===== config.mk =====
export PLATFORM = sky130hd
export DESIGN_NAME = iob_ram_be_ctrl
export DESIGN_NICKNAME = d
export VERILOG_FILES = /design/src/rtl/iob_ram_be_ctrl_pkg.sv /design/src/rtl/iob_ram_be_ctrl_rsp_fifo.sv /design/src/rtl/iob_ram_be_ctrl.sv
export SDC_FILE = /design/constraint.sdc
export NUM_CORES = 1
export LEC_CHECK = 0
export BUFFER_PORTS_ARGS = -buffer_cell sky130_fd_sc_hd__buf_2
export CORE_MARGIN = 3
export CORE_UTILIZATION = 25
export CTS_CLUSTER_SIZE = 12
export DETAILED_ROUTE_END_ITERATION = 12
export SLEW_MARGIN = 40
export SYNTH_ARGS = -nofsm -noshare
export SYNTH_HDL_FRONTEND = slang
export SYNTH_SLANG_ARGS = --single-unit

===== constraint.sdc =====
create_clock -name clk_i -period 2.9 [get_ports clk_i]
set_input_delay 0.145 -clock clk_i [delete_from_list [all_inputs] [get_ports clk_i]]
set_output_delay 0.145 -clock clk_i [all_outputs]
set_load 0.03 [all_outputs]

===== src/rtl/iob_ram_be_ctrl_pkg.sv =====
// Shared definitions for the iob_ram_be_ctrl request front-end.
// Holds the front-end state encodings and the credit counter width helper.
package iob_ram_be_ctrl_pkg;

    // Front-end states: memory clear sweep, then normal request service.
    localparam logic [0:0] ST_CLEAR = 1'b0;
    localparam logic [0:0] ST_RUN   = 1'b1;

    // Credit counter width: it must count up to 2 reads in flight plus a full FIFO.
    function automatic int crd_width(input int depth);
        return $clog2(depth + 3);
    endfunction

endpackage


===== src/rtl/iob_ram_be_ctrl_rsp_fifo.sv =====
// Response FIFO for iob_ram_be_ctrl.
// Synchronous, DEPTH x DATA_W. The head entry is presented directly and a level
// count is exported so the front-end can compute request credit.
// Storage is cleared on reset so the head reads as zero while the FIFO is empty.
module iob_ram_be_ctrl_rsp_fifo #(
    parameter int DEPTH  = 4,
    parameter int DATA_W = 32
) (
    input  logic                       clk,
    input  logic                       rst_n,
    input  logic                       push,
    input  logic [DATA_W-1:0]          push_data,
    input  logic                       pop,
    output logic [DATA_W-1:0]          head,
    output logic [$clog2(DEPTH+1)-1:0] level
);

    localparam int PTR_W = (DEPTH > 1) ? $clog2(DEPTH) : 1;
    localparam int LVL_W = $clog2(DEPTH + 1);

    logic [DATA_W-1:0] mem_r [DEPTH];
    logic [PTR_W-1:0]  wr_ptr_r;
    logic [PTR_W-1:0]  rd_ptr_r;
    logic [LVL_W-1:0]  level_r;
    logic              push_s;
    logic              pop_s;

    // Pointer increment that wraps at DEPTH, so DEPTH need not be a power of two.
    function automatic logic [PTR_W-1:0] next_ptr(input logic [PTR_W-1:0] p);
        return (p == PTR_W'(DEPTH - 1)) ? {PTR_W{1'b0}} : p + PTR_W'(1);
    endfunction

    // Never pop an empty FIFO; a push into a full FIFO is only allowed alongside a pop.
    always_comb begin
        pop_s  = pop && (level_r != {LVL_W{1'b0}});
        push_s = push && ((level_r != LVL_W'(DEPTH)) || pop_s);
    end

    // Storage, pointers and occupancy level.
    always_ff @(posedge clk or negedge rst_n) begin
        if (!rst_n) begin
            for (int i = 0; i < DEPTH; i++) begin
                mem_r[i] <= {DATA_W{1'b0}};
            end
            wr_ptr_r <= {PTR_W{1'b0}};
            rd_ptr_r <= {PTR_W{1'b0}};
            level_r  <= {LVL_W{1'b0}};
        end else begin
            if (push_s) begin
                mem_r[wr_ptr_r] <= push_data;
                wr_ptr_r        <= next_ptr(wr_ptr_r);
            end
            if (pop_s) begin
                rd_ptr_r <= next_ptr(rd_ptr_r);
            end
            case ({push_s, pop_s})
                2'b10:   level_r <= level_r + LVL_W'(1);
                2'b01:   level_r <= level_r - LVL_W'(1);
                default: level_r <= level_r;
            endcase
        end
    end

    assign head  = mem_r[rd_ptr_r];
    assign level = level_r;

endmodule


===== src/rtl/iob_ram_be_ctrl.sv =====
// iob_ram_be_ctrl: request front-end for one port of a byte-enable dual-port RAM.
// Turns a valid/ready request stream into registered RAM port controls and
// returns read data, in order, through a credit-protected response FIFO.
// Optional build macro IOB_RAM_BE_CTRL_CLEAR_EN: after reset, sweep every address
// writing CLEAR_VAL (busy_o=1) before accepting requests.
module iob_ram_be_ctrl
    import iob_ram_be_ctrl_pkg::*;
#(
    parameter int                 DATA_W    = 32,
    parameter int                 ADDR_W    = 4,
    parameter int                 RSP_DEPTH = 4,
    parameter logic [DATA_W-1:0]  CLEAR_VAL = '0
) (
    input  logic                  clk_i,
    input  logic                  arst_n_i,
    input  logic                  req_valid_i,
    output logic                  req_ready_o,
    input  logic [ADDR_W-1:0]     req_addr_i,
    input  logic [DATA_W-1:0]     req_wdata_i,
    input  logic [DATA_W/8-1:0]   req_wstrb_i,
    output logic                  rsp_valid_o,
    input  logic                  rsp_ready_i,
    output logic [DATA_W-1:0]     rsp_rdata_o,
    output logic                  busy_o,
    output logic                  ram_en_o,
    output logic [DATA_W/8-1:0]   ram_we_o,
    output logic [ADDR_W-1:0]     ram_addr_o,
    output logic [DATA_W-1:0]     ram_d_o,
    input  logic [DATA_W-1:0]     ram_d_i
);

    localparam int STRB_W = DATA_W / 8;
    localparam int CRD_W  = crd_width(RSP_DEPTH);
    localparam int LVL_W  = $clog2(RSP_DEPTH + 1);

    logic [0:0]        state_s;
    logic [ADDR_W-1:0] sweep_addr_s;
    logic              clear_s;
    logic              accept_s;
    logic              rd_req_s;
    logic              pop_s;
    logic              rd_p0_r;     // read presented to the RAM this cycle
    logic              rd_p1_r;     // RAM read data valid on ram_d_i this cycle
    logic [LVL_W-1:0]  level_s;
    logic [CRD_W-1:0]  credit_s;

`ifdef IOB_RAM_BE_CTRL_CLEAR_EN
    logic [0:0]        state_r;
    logic [ADDR_W-1:0] cnt_r;

    // Clear sweep: one address per cycle, leave for RUN after the last address.
    always_ff @(posedge clk_i or negedge arst_n_i) begin
        if (!arst_n_i) begin
            state_r <= ST_CLEAR;
            cnt_r   <= {ADDR_W{1'b0}};
        end else if (state_r == ST_CLEAR) begin
            if (cnt_r == {ADDR_W{1'b1}}) begin
                state_r <= ST_RUN;
                cnt_r   <= {ADDR_W{1'b0}};
            end else begin
                state_r <= ST_CLEAR;
                cnt_r   <= cnt_r + ADDR_W'(1);
            end
        end else begin
            state_r <= ST_RUN;
            cnt_r   <= cnt_r;
        end
    end

    assign state_s      = state_r;
    assign sweep_addr_s = cnt_r;
`else
    assign state_s      = ST_RUN;
    assign sweep_addr_s = {ADDR_W{1'b0}};
`endif

    // Credit: reads already issued but not yet in the FIFO reserve an entry too,
    // so the FIFO can never overflow regardless of rsp_ready_i.
    always_comb begin
        clear_s     = (state_s == ST_CLEAR);
        credit_s    = CRD_W'(rd_p0_r) + CRD_W'(rd_p1_r) + CRD_W'(level_s);
        req_ready_o = !clear_s && (credit_s < CRD_W'(RSP_DEPTH));
        accept_s    = req_valid_i && req_ready_o;
        rd_req_s    = accept_s && (req_wstrb_i == {STRB_W{1'b0}});
        rsp_valid_o = (level_s != {LVL_W{1'b0}});
        pop_s       = rsp_valid_o && rsp_ready_i;
        busy_o      = clear_s;
    end

    // RAM port registers: sweep write, accepted request, or idle (addr/data hold).
    always_ff @(posedge clk_i or negedge arst_n_i) begin
        if (!arst_n_i) begin
            ram_en_o   <= 1'b0;
            ram_we_o   <= {STRB_W{1'b0}};
            ram_addr_o <= {ADDR_W{1'b0}};
            ram_d_o    <= {DATA_W{1'b0}};
        end else if (clear_s) begin
            ram_en_o   <= 1'b1;
            ram_we_o   <= {STRB_W{1'b1}};
            ram_addr_o <= sweep_addr_s;
            ram_d_o    <= CLEAR_VAL;
        end else if (accept_s) begin
            ram_en_o   <= 1'b1;
            ram_we_o   <= req_wstrb_i;
            ram_addr_o <= req_addr_i;
            ram_d_o    <= req_wdata_i;
        end else begin
            ram_en_o   <= 1'b0;
            ram_we_o   <= {STRB_W{1'b0}};
        end
    end

    // Two-stage read tracker: RAM enable cycle, then RAM data cycle (push).
    always_ff @(posedge clk_i or negedge arst_n_i) begin
        if (!arst_n_i) begin
            rd_p0_r <= 1'b0;
            rd_p1_r <= 1'b0;
        end else begin
            rd_p0_r <= rd_req_s;
            rd_p1_r <= rd_p0_r;
        end
    end

    iob_ram_be_ctrl_rsp_fifo #(
        .DEPTH  (RSP_DEPTH),
        .DATA_W (DATA_W)
    ) u_rsp_fifo (
        .clk       (clk_i),
        .rst_n     (arst_n_i),
        .push      (rd_p1_r),
        .push_data (ram_d_i),
        .pop       (pop_s),
        .head      (rsp_rdata_o),
        .level     (level_s)
    );

endmodule


**Word-level counts from Yosys, hierarchy flattened**

Cells that the tools add are included.

- Register bits: 178
- Output and inout port bits: 76
- Input bits: 76

- Reductions and logical operators: 10
- Muxes and demuxes: 11
- Eq/ne operators: 5
- Add/subtract/negate cells: 6
- $lt $le $gt $ge: 4
- Bitwise gates (word level): 2

Operators with widths:

| kind | count |
|---|---|
| $bwmux 128 | 1 |
| $mux 32 | 3 |
| $bmux 32 s2 | 1 |
| $demux 32 s2 | 1 |
| $eq 2x2->1 const B | 3 |
| $ge 3x3->1 const B | 2 |
| $logic_and 1x1->1 | 6 |
| $not 2->3 | 2 |
| $pmux 3 s2 | 1 |
| $add 2x1->2 const B | 2 |
| $logic_not 4->1 | 1 |
| $mux 2 | 2 |
| $mux 4 | 1 |
| $add 2x3->3 | 1 |
| $add 3x1->3 const B | 1 |
| $lt 3x1->1 const B | 1 |
| $lt 3x3->1 const B | 1 |
| $ne 3x3->1 const B | 1 |
| $reduce_bool 3->1 | 1 |
| $sub 3x1->3 const B | 1 |
| $add 1x1->2 | 1 |
| $eq 2x1->1 const B | 1 |
| $reduce_bool 2->1 | 1 |
| $logic_or 1x1->1 | 1 |
| $mux 1 | 1 |

**Logic depth before layout (Yosys ltp)**

Gate-level depths: netlist (run 1).

- Depth in word-level cells: 7
- Depth in mapped cells: 9

**Hierarchy**

Synthesis (run 1) repeated with hierarchy kept, for this count alone.

- Cells, all modules: 452
- Area, all modules: 7694.9 µm²

By module, submodules not included:

| module | area each (µm²) | seq. area each (µm²) | instances | cells an instance |
|---|---|---|---|---|
| iob_ram_be_ctrl_rsp_fifo | 5987.0 | 3378.2 | 1 | 350 |
| iob_ram_be_ctrl | 1707.9 | 1076.0 | 1 | 102 |

**Worst setup path after synthesis (run 1)**

No wires, ideal clock.

- Path kind: register to register
- Start: register u_rsp_fifo.level_r[1] (netlist: u_rsp_fifo.level[1])
- End: register u_rsp_fifo.level_r[2] (netlist: u_rsp_fifo.level[2])
- Data required time: 2.821 ns
- Setup slack: 0.768 ns
- Cell stages (with the launch flop): 9
- Library setup time: 0.079 ns
- Arrival: 2.053 ns
- Cell sequence: dfrtp_1 or4b_4 nand2_1 ha_1 inv_1 fa_1 xor2_1 nor2_1 xor2_1

- Longest elaborated chain between the ends: 7
- Elaborated cells on any way between the ends: 12
- Those cells by class: add/sub (2); eq/ne (3); mux (1); reduce/logical (6)

RTL lines:

| element | RTL line | text |
|---|---|---|
| from (decl) | iob_ram_be_ctrl_rsp_fifo.sv:24 | `logic [LVL_W-1:0] level_r;` |
| from (signal assigned) | iob_ram_be_ctrl_rsp_fifo.sv:47 | `level_r <= {LVL_W{1'b0}};` |
| from (signal assigned) | iob_ram_be_ctrl_rsp_fifo.sv:57 | `2'b10: level_r <= level_r + LVL_W'(1);` |
| from (signal assigned) | iob_ram_be_ctrl_rsp_fifo.sv:58 | `2'b01: level_r <= level_r - LVL_W'(1);` |
| $reduce_bool 3->1 | iob_ram_be_ctrl_rsp_fifo.sv:35, iob_ram_be_ctrl.sv:85 |  |
| $logic_and 1x1->1 | iob_ram_be_ctrl.sv:86 | `pop_s = rsp_valid_o && rsp_ready_i;` |
| $logic_and 1x1->1 | iob_ram_be_ctrl_rsp_fifo.sv:35 | `pop_s = pop && (level_r != {LVL_W{1'b0}});` |
| $logic_or 1x1->1 | iob_ram_be_ctrl_rsp_fifo.sv:36 | `push_s = push && ((level_r != LVL_W'(DEPTH)) \|\| pop_s);` |
| $logic_and 1x1->1 | iob_ram_be_ctrl_rsp_fifo.sv:36 |  |
| $eq 2x1->1 / $eq 2x2->1 (equally long branches) | iob_ram_be_ctrl_rsp_fifo.sv:56 | `case ({push_s, pop_s})` |
| $pmux 3 s2 / $reduce_bool 2->1 (equally long branches) | n/a |  |

Parallel ways exist; a longest one is shown, timed or not.
A chain may end at the register's enable or synchronous reset.

**Worst setup path after layout (run 1)**

- Start: register u_rsp_fifo.rd_ptr_r[0]
- End: output port rsp_rdata_o[22]

- Longest elaborated chain between the ends: 4

RTL lines:

| element | RTL line | text |
|---|---|---|
| from (decl) | iob_ram_be_ctrl_rsp_fifo.sv:23 | `logic [PTR_W-1:0] rd_ptr_r;` |
| from (signal assigned) | iob_ram_be_ctrl_rsp_fifo.sv:46 | `rd_ptr_r <= {PTR_W{1'b0}};` |
| from (signal assigned) | iob_ram_be_ctrl_rsp_fifo.sv:54 | `rd_ptr_r <= next_ptr(rd_ptr_r);` |
| $not 2->3 (not written as such) | iob_ram_be_ctrl_rsp_fifo.sv:64 | `assign head = mem_r[rd_ptr_r];` |
| $bmux 32 s2 | iob_ram_be_ctrl_rsp_fifo.sv:64 |  |
| $mux 32 (not written as such) (2 in a row) | iob_ram_be_ctrl_rsp_fifo.sv:64 |  |
| to (decl) | iob_ram_be_ctrl.sv:23 | `output logic [DATA_W-1:0] rsp_rdata_o,` |

Every way passes these cells. The select of a mux whose other input is x is not followed.

==> results.json, run 1 <==
{
  "clk_latency_ps": 430,
  "peakVddDrop_mv": 0.598,
  "initial_core_util_pct": 25.5,
  "seq_area_frac_synth_pct": 58.6,
  "routed_wl_mm": 17.1,
  "grt_pass1_wl_mm": 28.1,
  "finalCritPeriodShare_pct": 82.6,
  "portBuffers": 150,
  "maxCapViolCount": 0,
  "internal-power_mw": 5.85,
  "max_freq_mhz": 417,
  "ios": 152,
  "clock_path_buffers": 2,
  "htreeDepth": 4,
  "path_delay_family": "flip-flops",
  "slew_violations": 0,
  "worst-setup-path-type": "reg2out",
  "layout_min_cycle_time_ps": 2400,
  "max_stage_delay_ps": 780,
  "die_w_um": 180,
  "p_clk_share_pct": 24.2,
  "hp-start": "rsp_ready_i",
  "worst_slew_pin_slew_ps": 647,
  "cp-start-kind": "flip-flop",
  "yosys_warnings": 0,
  "skew_ps": 8.09,
  "drt_iter0_drc": 101,
  "share_comb_of_total_power_pct": 34.8,
  "switching_share_pct": 36.3,
  "core_area_um2": 29800,
  "num_vias": 4594,
  "arrival_ps": 2250,
  "drcViolationCount": 0,
  "nets": 764,
  "via_per_inst": 4.24,
  "critPathBufInv": 2,
  "drive_gt1_share_pct": 55.5,
  "antenna_found_initial": 0,
  "drt_first_pass_iters": 4,
  "switchingPower_mw": 3.33,
  "rsz0062_at_grt": "no",
  "setup_violations": 0,
  "leakagePower_nw": 4.94,
  "relSlewSlack_pct": 56.9,
  "sequentialPowerShare_pct": 41.0,
  "final_antenna_net_count": 0,
  "core.rowCount": 63,
  "syn_inst": 447,
  "place_hpwl_mm": 11.1,
  "hold_viol": 0,
  "grt_overflow": 0,
  "cts_setup_buffers": 0,
  "hold_end": "u_rsp_fifo.rd_ptr_r[0]$_DFFE_PN0P_",
  "tns_ps": 0,
  "synth_area_per_cell_um2": 17.0,
  "power_density_nw_per_um2": 907,
  "cp_cell_sequence": "buf_12 -> mux4_2 -> buf_2",
  "grt_max_degree": 66,
  "hold_path_class": "in2reg",
  "area_growth_pct": 33.3,
  "yosys.cell_types.count": 27,
  "r2r-end": "u_rsp_fifo.level[2]$_DFFE_PN0P_",
  "place.gp.congestion": 0.723,
  "syn_area_um2": 7590,
  "post-place-cells": 975,
  "critPathCaptureType": "output pin",
  "die_area_um2": 32500,
  "wl_per_cell_um": 15.8,
  "critPathSlowestCell": "dfrtp_2",
  "r2r_slack_ps": 560,
  "min_path_cells": 3,
  "synth-seq-cells": 178,
  "reg2reg_depth": 8,
  "clock_sinks": 178,
  "required_ps": 2760,
  "numCtsBuffers": 17,
  "syn_nets": 531,
  "clockRootBuffer": "clkbuf_16",
  "status": "complete, no violations",
  "path_max_fanout": 19,
  "grt_pass1_vias": 5166,
  "fin_cells": 1083,
  "track_usage_pct": 10.8,
  "r2r_start": "u_rsp_fifo.level[1]$_DFFE_PN0P_",
  "cts.clk_slew.worst_paths_ps": 60,
  "die_y_um": 180,
  "cts_tree": "yes"
}
==> cell usage in the layout, fill, tap and decap left out, drive strengths merged, types with 2 or more instances in the layout <==
cell type	synthesis	final
inv	8	11
nor2	4	4
nand2	2	2
mux2	168	168
dfrtp	178	178
and3	4	4
clkinvlp	0	5
clkbuf	5	18
xor2	2	2
nand3	5	5
buf	20	162
ha	7	7
dlygate4sd3	0	76
mux4	32	32
clkinv	0	5
==> metal layers <==
layer,part of all wire [%],global-route usage [%]
met3,5.6,3.43
met4,1.2,2.92
met2,49,18.0
met5,0,0
met1,45,13.7
==> how the worst max path moves through the flow <==
stage / startpoint / to / slack, ps / cells past startpoint
floorplan: u_rsp_fifo.level[1]$_DFFE_PN0P_ / u_rsp_fifo.level[2]$_DFFE_PN0P_ / 770 / 8
global placement: u_rsp_fifo.level[1]$_DFFE_PN0P_ / u_rsp_fifo.level[2]$_DFFE_PN0P_ / 620 / 8
detailed placement: u_rsp_fifo.level[1]$_DFFE_PN0P_ / u_rsp_fifo.level[2]$_DFFE_PN0P_ / 590 / 8
CTS: u_rsp_fifo.rd_ptr_r[0]$_DFFE_PN0P_ / rsp_rdata_o[22] / 400 / 3
global route: u_rsp_fifo.rd_ptr_r[0]$_DFFE_PN0P_ / rsp_rdata_o[22] / 360 / 3
finish: u_rsp_fifo.rd_ptr_r[0]$_DFFE_PN0P_ / rsp_rdata_o[22] / 500 / 3
==> cell families after synthesis <==
| family | Yosys count | synth area share [%] |
|---|---|---|
| multiplexers | 201 | 34.5 |
| flip-flops | 178 | 58.6 |
| buffers and inverters | 33 | 3.18 |
| AND/OR/NAND/NOR | 19 | 1.40 |
| adder cells (fa/ha/maj) | 8 | 1.42 |
| AO/OA/AOI/OAI | 4 | 0.428 |
| XOR/XNOR | 3 | 0.346 |
| other | 1 | 0.0494 |
==> power by group through the flow <==
stage | Sequential [mW] | Clock [mW] | Combinational, mW
final | 3.76 | 2.23 | 3.20
after global routing | 3.89 | 2.42 | 3.44
after CTS | 3.78 | 2.32 | 3.25
after detailed placement | 3.82 | 0 | 3.16
after global placement | 3.79 | 0 | 3.12
after floorplan | 4.08 | 0 | 1.91
==> per-stage QoR <==
stage / power [mW] / utilization, % / hold WS [ps] / instance area (um^2) / setup slack, ps
3_3_place_gp: 6.91 / 29.5 / 190 / 8790 / 623
4_1_cts: 9.35 / 34.0 / 107 / 10100 / 401
5_1_grt: 9.74 / 34.0 / 135 / 10100 / 358
2_1_floorplan: 5.99 / - / -151 / 7590 / 768
3_5_place_dp: 6.98 / 29.5 / 189 / 8800 / 594
6_report: 9.19 / 34.0 / 138 / 10100 / 504
==> worst reg2reg max path, cell delays in order, from the launching register on <==
cell     delay (ps)
dfrtp_1         430
or4b_4          610
nand2_1         160
ha_1            210
inv_1            60
fa_1            370
xor2_1          150
nor2_1          120
xor2_1          160
==> synthesized netlist by cell type (all sizes together) <==
cell / number / area (um^2)
nor2b: 1 / 6.26
or3: 1 / 6.26
clkbuf: 5 / 18.8
and3: 4 / 25.0
fa: 1 / 20.0
conb: 1 / 3.75
a22oi: 1 / 7.51
xnor2: 1 / 8.76
nor2: 4 / 15.0
a21o: 1 / 7.51
mux2i: 1 / 10.0
or4b: 1 / 13.8
ha: 7 / 87.6
mux2: 168 / 1890
nand3: 5 / 25.0
mux4: 32 / 721
buf: 20 / 193
nand2: 2 / 7.51
or4: 1 / 7.51
xor2: 2 / 17.5
dfrtp: 178 / 4450
a21boi: 1 / 7.51
inv: 8 / 30.0
a221o: 1 / 10.0
==> flip-flops by register name, summed over array words and instances (netlist names) <==
name / flops
ram_addr_o: 4
ram_d_o: 32
ram_en_o: 1
ram_we_o: 4
rd_p0_r: 1
rd_p1_r: 1
u_rsp_fifo.level: 3
u_rsp_fifo.mem_r: 128
u_rsp_fifo.rd_ptr_r: 2
u_rsp_fifo.wr_ptr_r: 2
==> repair_timing <==
| item | 4_1_cts | 5_1_grt |
|---|---|---|
| hold buffers | 76 | 0 |
| hold endpoints to repair | 230 | 0 |
| setup endpoints to repair | 0 | 0 |
| resized for setup | 0 | 0 |
==> area by class of cell <==
class | count | area (um^2)
clock inverters | 14 | 133
repair buffers | 239 | 1660
multi-input cells | 236 | 2930
inverters | 8 | 30.0
clock buffers | 17 | 425
fillers | 2888 | 19700
diodes | 1 | 2.50
flip-flops and latches | 178 | 4460
well taps | 390 | 488
Power figures use the tool's default switching activity.
==> run 2, diff against run 1 <==
ABC_AREA = 1   (was unset)
clock period = 2.05 ns   (was 2.9 ns; I/O delays follow)
==> results.json, run 2 <==
{
  "status": "complete, no violations",
  "yosys_warnings": 0,
  "reg2reg_depth": 10,
  "peakVddDrop_mv": 0.915,
  "synth.largest_area_cell": "dfrtp_1",
  "portBuffers": 150,
  "synth_top_area_share_pct": 53.8,
  "synth-seq-cells": 178,
  "cp-start-kind": "flip-flop",
  "syn_inst": 859,
  "final_cell_mix": "nand2_1 (196), dfrtp_1 (176), buf_2 (148)",
  "numCtsBuffers": 17,
  "track_usage_pct": 12.8,
  "area_growth_pct": 31.0,
  "core_area_um2": 32600,
  "hold_viol": 0,
  "synth_most_common_cell": "nand2_1",
  "fin_cells": 1526,
  "final_common_cell": "nand2_1",
  "maxCapViolCount": 0,
  "r2r_slack_ps": 130,
  "place.gp.congestion": 0.738,
  "grt_pass1_wl_mm": 36.4,
  "synth-edff-count": 0,
  "seq_area_um2": 4460,
  "top_register": "u_rsp_fifo.mem_r",
  "slew_violations": 0,
  "multi_input_area_um2": 3100,
  "yosys.cell_types.count": 26,
  "yosys-top-cells-area": "dfrtp_1 (54%), nand2_1 (8.9%), o21ai_2 (7.9%)",
  "post-place-cells": 1417,
  "syn_area_um2": 8290,
  "antenna_found_initial": 2,
  "r2r_start": "u_rsp_fifo.level[0]$_DFFE_PN0P_",
  "via_per_inst": 4.39,
  "setup_violations": 0,
  "die_area_um2": 35400,
  "num_vias": 6694,
  "min_path_cells": 3,
  "largest_reg_flops": 128,
  "initial_core_util_pct": 25.4,
  "n_fill_cell": 3317,
  "synth_flop_cell": "dfrtp_1",
  "drt_first_pass_iters": 5,
  "ios": 152,
  "layout_min_cycle_time_ps": 1940,
  "final_antenna_net_count": 0,
  "arrival_ps": 1840,
  "hold_path_class": "in2reg",
  "skew_ps": 5.93,
  "reg_top3": "u_rsp_fifo.mem_r x128, ram_d_o x32",
  "die_y_um": 188,
  "path_max_fanout": 66,
  "core.rowCount": 66,
  "hp-start": "ram_d_i[1]",
  "wl_per_cell_um": 14.4,
  "clock_sinks": 178,
  "required_ps": 1950,
  "finalCritPeriodShare_pct": 94.7,
  "clock_path_buffers": 2,
  "ys_async_sr_fraction_pct": 100,
  "power_density_nw_per_um2": 1390,
  "drt_iter0_drc": 326,
  "cts_tree": "yes",
  "seq_area_frac_synth_pct": 53.8,
  "die_w_um": 188,
  "grt_pass1_vias": 6841,
  "drive_gt1_share_pct": 29.0,
  "routed_wl_mm": 22.0,
  "leakagePower_nw": 5.26,
  "grt_max_degree": 67,
  "hold_end": "u_rsp_fifo.mem_r[97]$_DFFE_PN0P_",
  "critPathCaptureType": "output pin",
  "cts.clk_slew.worst_paths_ps": 60,
  "syn_nets": 943,
  "worst-setup-path-type": "reg2out",
  "synth_area_per_cell_um2": 9.65,
  "grt_overflow": 0,
  "nets": 1154,
  "clk_latency_ps": 430,
  "htreeDepth": 4,
  "tns_ps": 0,
  "place_hpwl_mm": 13.5,
  "final_core_util_pct": 33.3,
  "netlist_top_cells_count": "nand2_1 (197), dfrtp_1 (178), o21ai_2 (75)",
  "max_freq_mhz": 515,
  "drcViolationCount": 0,
  "clockRootBuffer": "clkbuf_16",
  "r2r-end": "u_rsp_fifo.level[2]$_DFFE_PN0P_"
}
==> run 2: changes by cell type in the layout (fill, tap and decap cells not counted), moves of 37 or more <==
cell and change:
mux2_2 -150, inv_1 +39, o21ai_2 +75, nand2_1 +194
nor2_1 +69, o21ai_1 +54, o21ai_0 +67, nand4_1 +37
==> run 2: logic make-up after synthesis <==
| group | after synthesis | synth area share (%) |
|---|---|---|
| DFF | 178 | 53.8 |
| other | 1 | 0.0453 |
| and+or+nand+nor | 328 | 17.5 |
| AOI/OAI and AO/OA | 232 | 17.9 |
| adders and majority gates | 8 | 1.30 |
| buffers and inverters | 110 | 9.27 |
| xor gates and xnor gates | 2 | 0.211 |
==> run 2: how the worst max path moves through the flow <==
stage	cells after the start	start	slack, ps	to
global route	10	u_rsp_fifo.level[0]$_DFFE_PN0P_	-10	u_rsp_fifo.level[2]$_DFFE_PN0P_
global placement	9	u_rsp_fifo.level[0]$_DFFE_PN0P_	180	u_rsp_fifo.level[2]$_DFFE_PN0P_
floorplan	9	u_rsp_fifo.level[1]$_DFFE_PN0P_	100	u_rsp_fifo.level[2]$_DFFE_PN0P_
CTS	9	u_rsp_fifo.level[0]$_DFFE_PN0P_	4	req_ready_o
finish	4	u_rsp_fifo.rd_ptr_r[0]$_DFFE_PN0P_	110	rsp_rdata_o[14]
detailed placement	9	u_rsp_fifo.level[0]$_DFFE_PN0P_	190	u_rsp_fifo.level[2]$_DFFE_PN0P_
==> run 2: routing by layer <==
metal  GRT usage [%]  wire length, um  up-vias
met5               0                0        -
met4            3.78              304        0
met3            3.87             1290       22
met2            21.4            10400      174
met1            16.1            10000     3212
li1                -                -     3286
==> run 2: what timing repair did <==
| action | 4_1_cts | 5_1_grt |
|---|---|---|
| setup buffers | 0 | 4 |
| cloned | 1 | 1 |
| hold buffers | 70 | 0 |
| resized for setup | 11 | 7 |
| endpoints found under the setup margin | 10 | 3 |
| pin swaps | 0 | 2 |
| hold endpoints to repair | 198 | 0 |
==> run 2: worst max-delay path, stage by stage, from the launching register on <==
cell and delay, ps:
dfrtp_2 420, buf_12 300, o21ai_0 140, o22ai_1 280, buf_2 260
==> run 2: area by class of cell <==
cell class                      count  area share [%]
Clock inverter                      8            1.18
Timing Repair Buffer              254            18.0
Sequential cell                   178            41.1
Clock buffer                       23            4.40
Multi-Input combinational cell    571            28.5
Inverter                           48            1.71
Tap cell                          442            5.09
Antenna cell                        2          0.0461
==> run 2: report_power, final <==
part | internal [mW] | switching [mW]
clock | 2.01 | 1.39
sequential | 4.53 | 0.596
combinational | 2.27 | 4.32
total | 8.81 | 6.30
==> run 2: stage by stage <==
stage / setup slack, ps / cell area, um^2 / hold WS [ps] / total power [mW]
5_1_grt: -10.1 / 10900 / 18.2 / 16.2
6_report: 109 / 10900 / 19.9 / 15.1
2_1_floorplan: 97.5 / 8290 / -193 / 9.62
3_5_place_dp: 194 / 9370 / 113 / 11.4
3_3_place_gp: 176 / 9370 / 110 / 11.3
4_1_cts: 4.40 / 10800 / 2.79 / 15.2
